$ cat src/rtl/pwm_pkg.sv
// Shared types and constants for the PWM controller and its dead-time stage.
package pwm_pkg;

  localparam int PWM_W       = 8;
  localparam int DT_MIN_DEAD = 1;

  typedef enum logic [2:0] {
    ST_IDLE    = 3'd0,
    ST_DEAD_LH = 3'd1,
    ST_HI_ON   = 3'd2,
    ST_DEAD_HL = 3'd3,
    ST_LO_ON   = 3'd4,
    ST_FAULT   = 3'd5
  } dt_state_t;

  function automatic logic is_dead(input dt_state_t s);
    return (s == ST_DEAD_LH) || (s == ST_DEAD_HL);
  endfunction

endpackage

$ cat src/rtl/dt_counter.sv
// Dead-interval down counter: load D (clamped to >= 1), expired pulses in the
// last cycle of the interval so the FSM leaves exactly D edges after the load.
module dt_counter
  import pwm_pkg::*;
#(
  parameter int W = PWM_W
) (
  input  logic         clk,
  input  logic         rst,
  input  logic [W-1:0] load_val,
  input  logic         load,
  output logic         expired
);

  logic [W-1:0] cnt_q, cnt_d;

  always_comb begin
    cnt_d = cnt_q;
    if (load) begin
      cnt_d = (load_val < W'(DT_MIN_DEAD)) ? W'(DT_MIN_DEAD) : load_val;
    end else if (cnt_q != '0) begin
      cnt_d = cnt_q - W'(1);
    end
  end

  always_ff @(posedge clk) begin
    if (!rst) cnt_q <= '0;
    else      cnt_q <= cnt_d;
  end

  assign expired = (cnt_q == W'(1));

endmodule

$ cat src/rtl/pwm_deadtime.sv
// Complementary gate-drive generator: single-ended PWM in, hi/lo pair out with
// programmable both-off dead time, enable gating and a latched fault stop.
module pwm_deadtime
  import pwm_pkg::*;
#(
  parameter int W = PWM_W
) (
  input  logic         clk,
  input  logic         rst,
  input  logic         pwm_in,
  input  logic [W-1:0] dead_cycles,
  input  logic         enable,
  input  logic         fault,
  output logic         hi_out,
  output logic         lo_out,
  output logic         dead_active,
  output logic         fault_latched
);

  dt_state_t state_q, state_d;
  logic      pwm_q, pwm_d;
  logic      hi_q, hi_d, lo_q, lo_d, dead_q, dead_d, flt_q, flt_d;
  logic      load, expired;

  dt_counter #(.W(W)) u_cnt (
    .clk      (clk),
    .rst      (rst),
    .load_val (dead_cycles),
    .load     (load),
    .expired  (expired)
  );

  always_comb begin
    state_d = state_q;
    pwm_d   = pwm_in;
    if (fault) begin
      state_d = ST_FAULT;
    end else if (state_q == ST_FAULT) begin
      // Only leave fault with the PWM low so restart begins on the low side.
      if (!pwm_q) state_d = ST_IDLE;
    end else if (!enable) begin
      state_d = ST_IDLE;
    end else begin
      case (state_q)
        ST_IDLE:    state_d = pwm_q ? ST_DEAD_LH : ST_DEAD_HL;
        ST_LO_ON:   if (pwm_q)  state_d = ST_DEAD_LH;
        ST_HI_ON:   if (!pwm_q) state_d = ST_DEAD_HL;
        // A reversal inside a dead interval wins over expiry: restart, never skip.
        ST_DEAD_LH: if (!pwm_q) state_d = ST_DEAD_HL;
                    else if (expired) state_d = ST_HI_ON;
        ST_DEAD_HL: if (pwm_q) state_d = ST_DEAD_LH;
                    else if (expired) state_d = ST_LO_ON;
        default:    state_d = ST_IDLE;
      endcase
    end
    load   = is_dead(state_d) && (state_d != state_q);
    hi_d   = (state_d == ST_HI_ON);
    lo_d   = (state_d == ST_LO_ON);
    dead_d = is_dead(state_d);
    flt_d  = (state_d == ST_FAULT);
  end

  always_ff @(posedge clk) begin
    if (!rst) begin
      state_q <= ST_IDLE;
      pwm_q   <= 1'b0;
      hi_q    <= 1'b0;
      lo_q    <= 1'b0;
      dead_q  <= 1'b0;
      flt_q   <= 1'b0;
    end else begin
      state_q <= state_d;
      pwm_q   <= pwm_d;
      hi_q    <= hi_d;
      lo_q    <= lo_d;
      dead_q  <= dead_d;
      flt_q   <= flt_d;
    end
  end

  assign hi_out        = hi_q;
  assign lo_out        = lo_q;
  assign dead_active   = dead_q;
  assign fault_latched = flt_q;

endmodule

$ cat config.mk
export PLATFORM = sky130hd
export DESIGN_NAME = pwm_deadtime
export DESIGN_NICKNAME = d
export VERILOG_FILES = /design/src/rtl/pwm_pkg.sv /design/src/rtl/dt_counter.sv /design/src/rtl/pwm_deadtime.sv
export SDC_FILE = /design/constraint.sdc
export NUM_CORES = 1
export LEC_CHECK = 0
export ABC_AREA = 1
export CAP_MARGIN = 20
export CORE_ASPECT_RATIO = 0.6
export CORE_MARGIN = 8
export CORE_UTILIZATION = 35
export CTS_CLUSTER_DIAMETER = 150
export CTS_CLUSTER_SIZE = 28
export DETAILED_ROUTE_END_ITERATION = 8
export PLACE_DENSITY = 0.65
export SLEW_MARGIN = 0
export SYNTH_ARGS = -nofsm -noshare
export SYNTH_HDL_FRONTEND = slang
export SYNTH_SLANG_ARGS = --single-unit
$ cat constraint.sdc
create_clock -name clk -period 2.28 [get_ports clk]
set_input_delay 0.57 -clock clk [delete_from_list [all_inputs] [get_ports clk]]
set_output_delay 0.57 -clock clk [all_outputs]
set_load 0.05 [all_outputs]
Word-level counts from Yosys, hierarchy flattened
Index checks and enable logic that the tools add are counted.
{"block": "word_totals", "word_cells": 41, "register_bits": 16, "input_bits": 13}
{"block": "op_classes", "n_reduce_logical": 5, "addsub": 1, "n_eq_ne": 12, "n_lt_le_gt_ge": 1, "n_mux": 15}
{"operator": "two-way mux 3 bit", "n": 10}
{"operator": "two-way mux 8 bit", "n": 3}
{"operator": "one-hot mux 3 bit (5 select lines)", "n": 1}
{"operator": "== test 3 x 2 -> 1 bit (second input constant)", "n": 4}
{"operator": "== test 3 bit (second input constant)", "n": 4}
{"operator": "== test 8 x 1 -> 1 bit (second input constant)", "n": 1}
{"operator": "less-than comparator 8 x 1 -> 1 bit (second input constant)", "n": 1}
{"operator": "nonzero test 8 bit", "n": 1}
{"operator": "subtractor 8 x 1 -> 8 bit (second input constant)", "n": 1}
{"operator": "== test 3 x 1 -> 1 bit (second input constant)", "n": 2}
{"operator": "zero test 3 bit", "n": 1}
{"operator": "!= test 3 bit", "n": 1}
{"operator": "two-way mux 2 bit", "n": 1}
{"operator": "nonzero test 2 bit", "n": 1}
{"operator": "logical AND 1 bit", "n": 1}
{"operator": "logical OR 1 bit", "n": 1}

Logic depth before layout (Yosys ltp)
Gate-level depths: netlist (run 1).
{"block": "depth", "ltp_word": 11, "ltp_mapped": 17, "mapped_depth_nobuf": 17}

By module
A second synthesis (run 1) with hierarchy kept.
{"block": "unflattened", "hier_cells": 157, "hier_area_um2": 1034.7}
{"module": "dt_counter", "cells_per_inst": 91, "area_per_inst_um2": 611.8, "seq_area_each_um2": 160.2, "instances": 1}
{"module": "pwm_deadtime", "cells_per_inst": 66, "area_per_inst_um2": 422.9, "seq_area_each_um2": 160.2, "instances": 1}

Worst setup path before layout (run 1)
No wires, ideal clock.
{"block": "synth_path", "path_type": "register to register", "start": "register u_cnt.cnt_q[1]", "end": "register u_cnt.cnt_q[2]", "t_required_ns": 2.165, "path_stages_with_launch": 16, "slack_ns": 0.547, "t_arrival_ns": 1.618, "synth_period_minus_slack_ns": 1.733, "path_cell_list": "dfxtp_1 inv_1 ha_1 nand2_1 o21ai_1 nand2_1 nand2_1 nand3_2 nand2_4 nand2_4 nand2_4 nand3_4 nand2_8 nand2_4 nand2_4 a21oi_2"}
{"block": "synth_between", "elab_chain_cells": 11}
{"element": "start: declaration", "line_no": "dt_counter.sv:15", "source": "logic [W-1:0] cnt_q, cnt_d;"}
{"element": "start signal: assignment", "line_no": "dt_counter.sv:28", "source": "else cnt_q <= cnt_d;"}
{"element": "== test 8 x 1 -> 1 bit", "line_no": "dt_counter.sv:31", "source": "assign expired = (cnt_q == W'(1));"}
{"element": "two-way mux 3 bit, on equally long branches", "line_no": "pwm_deadtime.sv:52, pwm_deadtime.sv:50"}
{"element": "two-way mux 3 bit, on equally long branches", "line_no": "pwm_deadtime.sv:51, pwm_deadtime.sv:49"}
{"element": "one-hot mux 3 bit (5 select lines)", "line_no": "pwm_deadtime.sv:44", "source": "case (state_q)"}
{"element": "two-way mux 3 bit", "line_no": "pwm_deadtime.sv:41", "source": "end else if (!enable) begin"}
{"element": "two-way mux 3 bit", "line_no": "pwm_deadtime.sv:38", "source": "end else if (state_q == ST_FAULT) begin"}
{"element": "two-way mux 3 bit", "line_no": "pwm_deadtime.sv:36", "source": "if (fault) begin"}
{"element": "== test 3 x 1 -> 1 bit / == test 3 x 2 -> 1 bit (equally long branches)", "line_no": "pwm_pkg.sv:17", "source": "return (s == ST_DEAD_LH) || (s == ST_DEAD_HL);"}
{"element": "logical OR 1 bit", "line_no": "pwm_pkg.sv:17"}
{"element": "logical AND 1 bit", "line_no": "pwm_deadtime.sv:56", "source": "load = is_dead(state_d) && (state_d != state_q);"}
{"element": "two-way mux 8 bit / nonzero test 2 bit (equally long branches)"}
Several ways; a longest one is shown, not always the timed one. The select of a mux whose other input is x is not followed.
A chain may end at the register's enable or synchronous reset.

Worst setup path after layout (run 1)
Same ends and word-level chain as after synthesis.

==> out/results.ini, run 1 <==
[yosys]
synth-edff-count = 0
synth.cell_area_mm2 = 0.00102
yosysWarningCount = 0
postSynthCellCount = 140
synth.distinct_cells = 25
ys_seq_area_share_pct = 31.4
synth_seq_cells = 16
async_reset_ff_share_pct = 0
syn_nets = 155
synth_flop_cell = dfxtp_1
synth.avg_cell_area_um2 = 7.29

[timing]
tns_ns = 0
rsz0062_at_grt = no
fin_skew_ns = 0.00676
finalHoldViolCount = 0
drv_slew = 0
worst_slew_pin_slew_ns = 0.500
finalCriticalPeriod_ns = 2.00
setup_viol = 0
fin_crit_sh_pct = 87.6
fmax_ghz = 0.501
relSlewSlack_pct = 66.5

[finish]
diodes = 0
synthToLayoutAreaGrowth_pct = 27.5
final_common_cell = nand2_1
drive_gt1_share_pct = 20.2
mostFrequentLayoutCells = nand2_1 (29), inv_1 (16), dfxtp_1 (16), clkdlybuf4s50_1 (16), nor2_1 (15)
nNetsFinal = 179

[routing]
postRouteAntennaNets = 0
wirelength_um = 2390
drc = 0
routed_via_density = 4.91
dr.pass1.iters = 4
wl_per_cell_um = 12.1
drt-initial-drc-count = 53
via_count = 968

[critical_path]
worstReg2RegStart = u_cnt.cnt_q[1]$_SDFFE_PN0P_
cp-endpoint = u_cnt.cnt_q[2]$_SDFFE_PN0P_
worst-setup-path-type = flip-flop to flip-flop
critPathCaptureType = flip-flop
rrSetupSlack_ns = 0.28
timing.rr.end = u_cnt.cnt_q[2]$_SDFFE_PN0P_
reg2reg_depth = 15
critical_path.startpoint = u_cnt.cnt_q[1]$_SDFFE_PN0P_
path_max_fanout = 10
required_ns = 2.41
cp.arrival_ns = 2.13
worst_setup_path_start_kind = flip-flop

[grt]
grt_pass1_vias = 939
overflow = 0
grt_max_degree = 11
track_usage_pct = 10.8
antenna_found_initial = 0
grt_pass1_wl_um = 4280

[hold_path]
hp-class = flip-flop to flip-flop

[clock_tree]
cts_resized = 0
root_buffer = clkbuf_8
clk_pin_slew_ns = 0.05
cts_tree = done
clock_latency_ns = 0.25
clock-sinks = 16
cts_setup_buffers = 0
holdBufCountCts = 0
clock_path_buffers = 2
cts_buffers = 3
cts.htree.levels = 1

[placement]
dp_hpwl_um = 1960
place_congestion = 0.859
numPortBuffers = 16

[power_and_ir_drop]
sw_frac_of_total_pct = 43.5
clockPowerShare_pct = 17.6
seqPwrFrac_pct = 30.1
combPwrFrac_pct = 52.3
p_int_mw = 0.779
ir_worst_vdd_v = 0.000405
p_total_mw = 1.38
p_leak_nw = 0.560
p_switching_mw = 0.601
p_per_area_mw_per_mm2 = 1060

[floorplan]
die_y_um = 57.8
fp.dieArea_mm2 = 0.00496
num_io_pins = 17
coreArea_mm2 = 0.00282
start_util_pct = 36.3
core.rowCount = 15
die_w_um = 85.7

[run]
max_cap_viol_count = 0

[outcome]
outcome = complete, no violations

## logic make-up (layout without fill, tap and decap cells)
kind of cell / after synthesis / in the layout / synth area share (%)
fa+ha+maj: 2 / 2 / 2.45
flops: 16 / 16 / 31.4
buf+inv: 18 / 41 / 6.62
compound gates: 18 / 18 / 12.4
simple gates: 82 / 82 / 43.7
xor+xnor: 4 / 4 / 3.43
## layer usage
metal	routed length [um]	GRT usage, %	part of all wire [%]
met4	62	7.67	2.6
met3	149	1.55	6.2
met5	0	0	0
met1	1230	14.4	52
met2	946	15.5	40
## critical path, stage by stage, from the launching register on
cell	delay, ns
dfxtp_1	0.31
inv_1	0.12
ha_1	0.18
nand2_1	0.07
o21ai_1	0.19
nand2_1	0.08
nand2_1	0.07
nand3_2	0.09
nand2_4	0.13
nand2_4	0.08
nand2_4	0.06
nand3_4	0.13
nand2_8	0.13
nand2_4	0.06
nand2_4	0.12
a21oi_2	0.05
## power groups by stage
stage	registers, mW	logic (mW)	clock network [mW]
2_1_floorplan	0.414	0.547	0
3_3_place_gp	0.418	0.681	0
3_5_place_dp	0.420	0.704	0
4_1_cts	0.413	0.711	0.248
5_1_grt	0.424	0.805	0.263
6_report	0.415	0.721	0.243
## cell usage after synthesis (3+ instances only)
cell type / instances / area share, %
a21oi_2: 6 / 5.1
inv_1: 16 / 5.9
a21oi_1: 5 / 2.5
nor2_2: 5 / 3.1
nand2_4: 5 / 5.5
nand3_1: 11 / 5.4
nor3_1: 6 / 2.9
nand2_1: 29 / 11
xor2_1: 4 / 3.4
o21ai_1: 3 / 1.5
dfxtp_1: 16 / 31
nor2_1: 15 / 5.5
## stage by stage
step	setup slack (ns)	cell area (um^2)	hold slack [ns]	utilization [%]	std cells
global placement	0.129	1250	0.629	44.3	193
finish	0.283	1300	0.641	46.2	197
detailed placement	0.0776	1250	0.624	44.3	193
CTS	0.286	1300	0.637	46.2	197
floorplan	0.547	1020	0.588	-	140
global route	0.0295	1300	0.663	46.2	197
## registers in the layout, indices dropped and copies added (netlist names)
register,count
lo_out,1
fault_latched,1
hi_out,1
dead_active,1
state_q,3
u_cnt.cnt_q,8
pwm_q,1
## final cells by class
| type | instances | area (um^2) |
|---|---|---|
| inverter | 18 | 67.6 |
| fill | 278 | 1510 |
| sequential | 16 | 320 |
| clock buffer | 4 | 55.1 |
| tap | 34 | 42.5 |
| multi-input combinational | 106 | 633 |
| timing repair buffer | 19 | 183 |
## worst min-delay path by stage
stage	from	to	slack (ns)	cells past startpoint
after floorplan	u_cnt.cnt_q[1]$_SDFFE_PN0P_	u_cnt.cnt_q[1]$_SDFFE_PN0P_	0.59	4
after global placement	u_cnt.cnt_q[3]$_SDFFE_PN0P_	u_cnt.cnt_q[3]$_SDFFE_PN0P_	0.63	3
after detailed placement	u_cnt.cnt_q[3]$_SDFFE_PN0P_	u_cnt.cnt_q[3]$_SDFFE_PN0P_	0.62	3
after CTS	u_cnt.cnt_q[3]$_SDFFE_PN0P_	u_cnt.cnt_q[3]$_SDFFE_PN0P_	0.64	3
after global routing	u_cnt.cnt_q[3]$_SDFFE_PN0P_	u_cnt.cnt_q[3]$_SDFFE_PN0P_	0.66	3
final	u_cnt.cnt_q[3]$_SDFFE_PN0P_	u_cnt.cnt_q[3]$_SDFFE_PN0P_	0.64	3
No activity file was read; power rests on OpenSTA's default activity.
==> run 2, diff against run 1 <==
--- a/config.mk
+++ b/config.mk
@@ -14,7 +14,7 @@
 export CTS_CLUSTER_SIZE = 28
 export DETAILED_ROUTE_END_ITERATION = 8
 export PLACE_DENSITY = 0.65
-export SLEW_MARGIN = 0
+export SLEW_MARGIN = 10
 export SYNTH_ARGS = -nofsm -noshare
 export SYNTH_HDL_FRONTEND = slang
 export SYNTH_SLANG_ARGS = --single-unit
==> results of run 2 <==
Same layout as run 1: the final DEF is identical, and so are final timing and power.
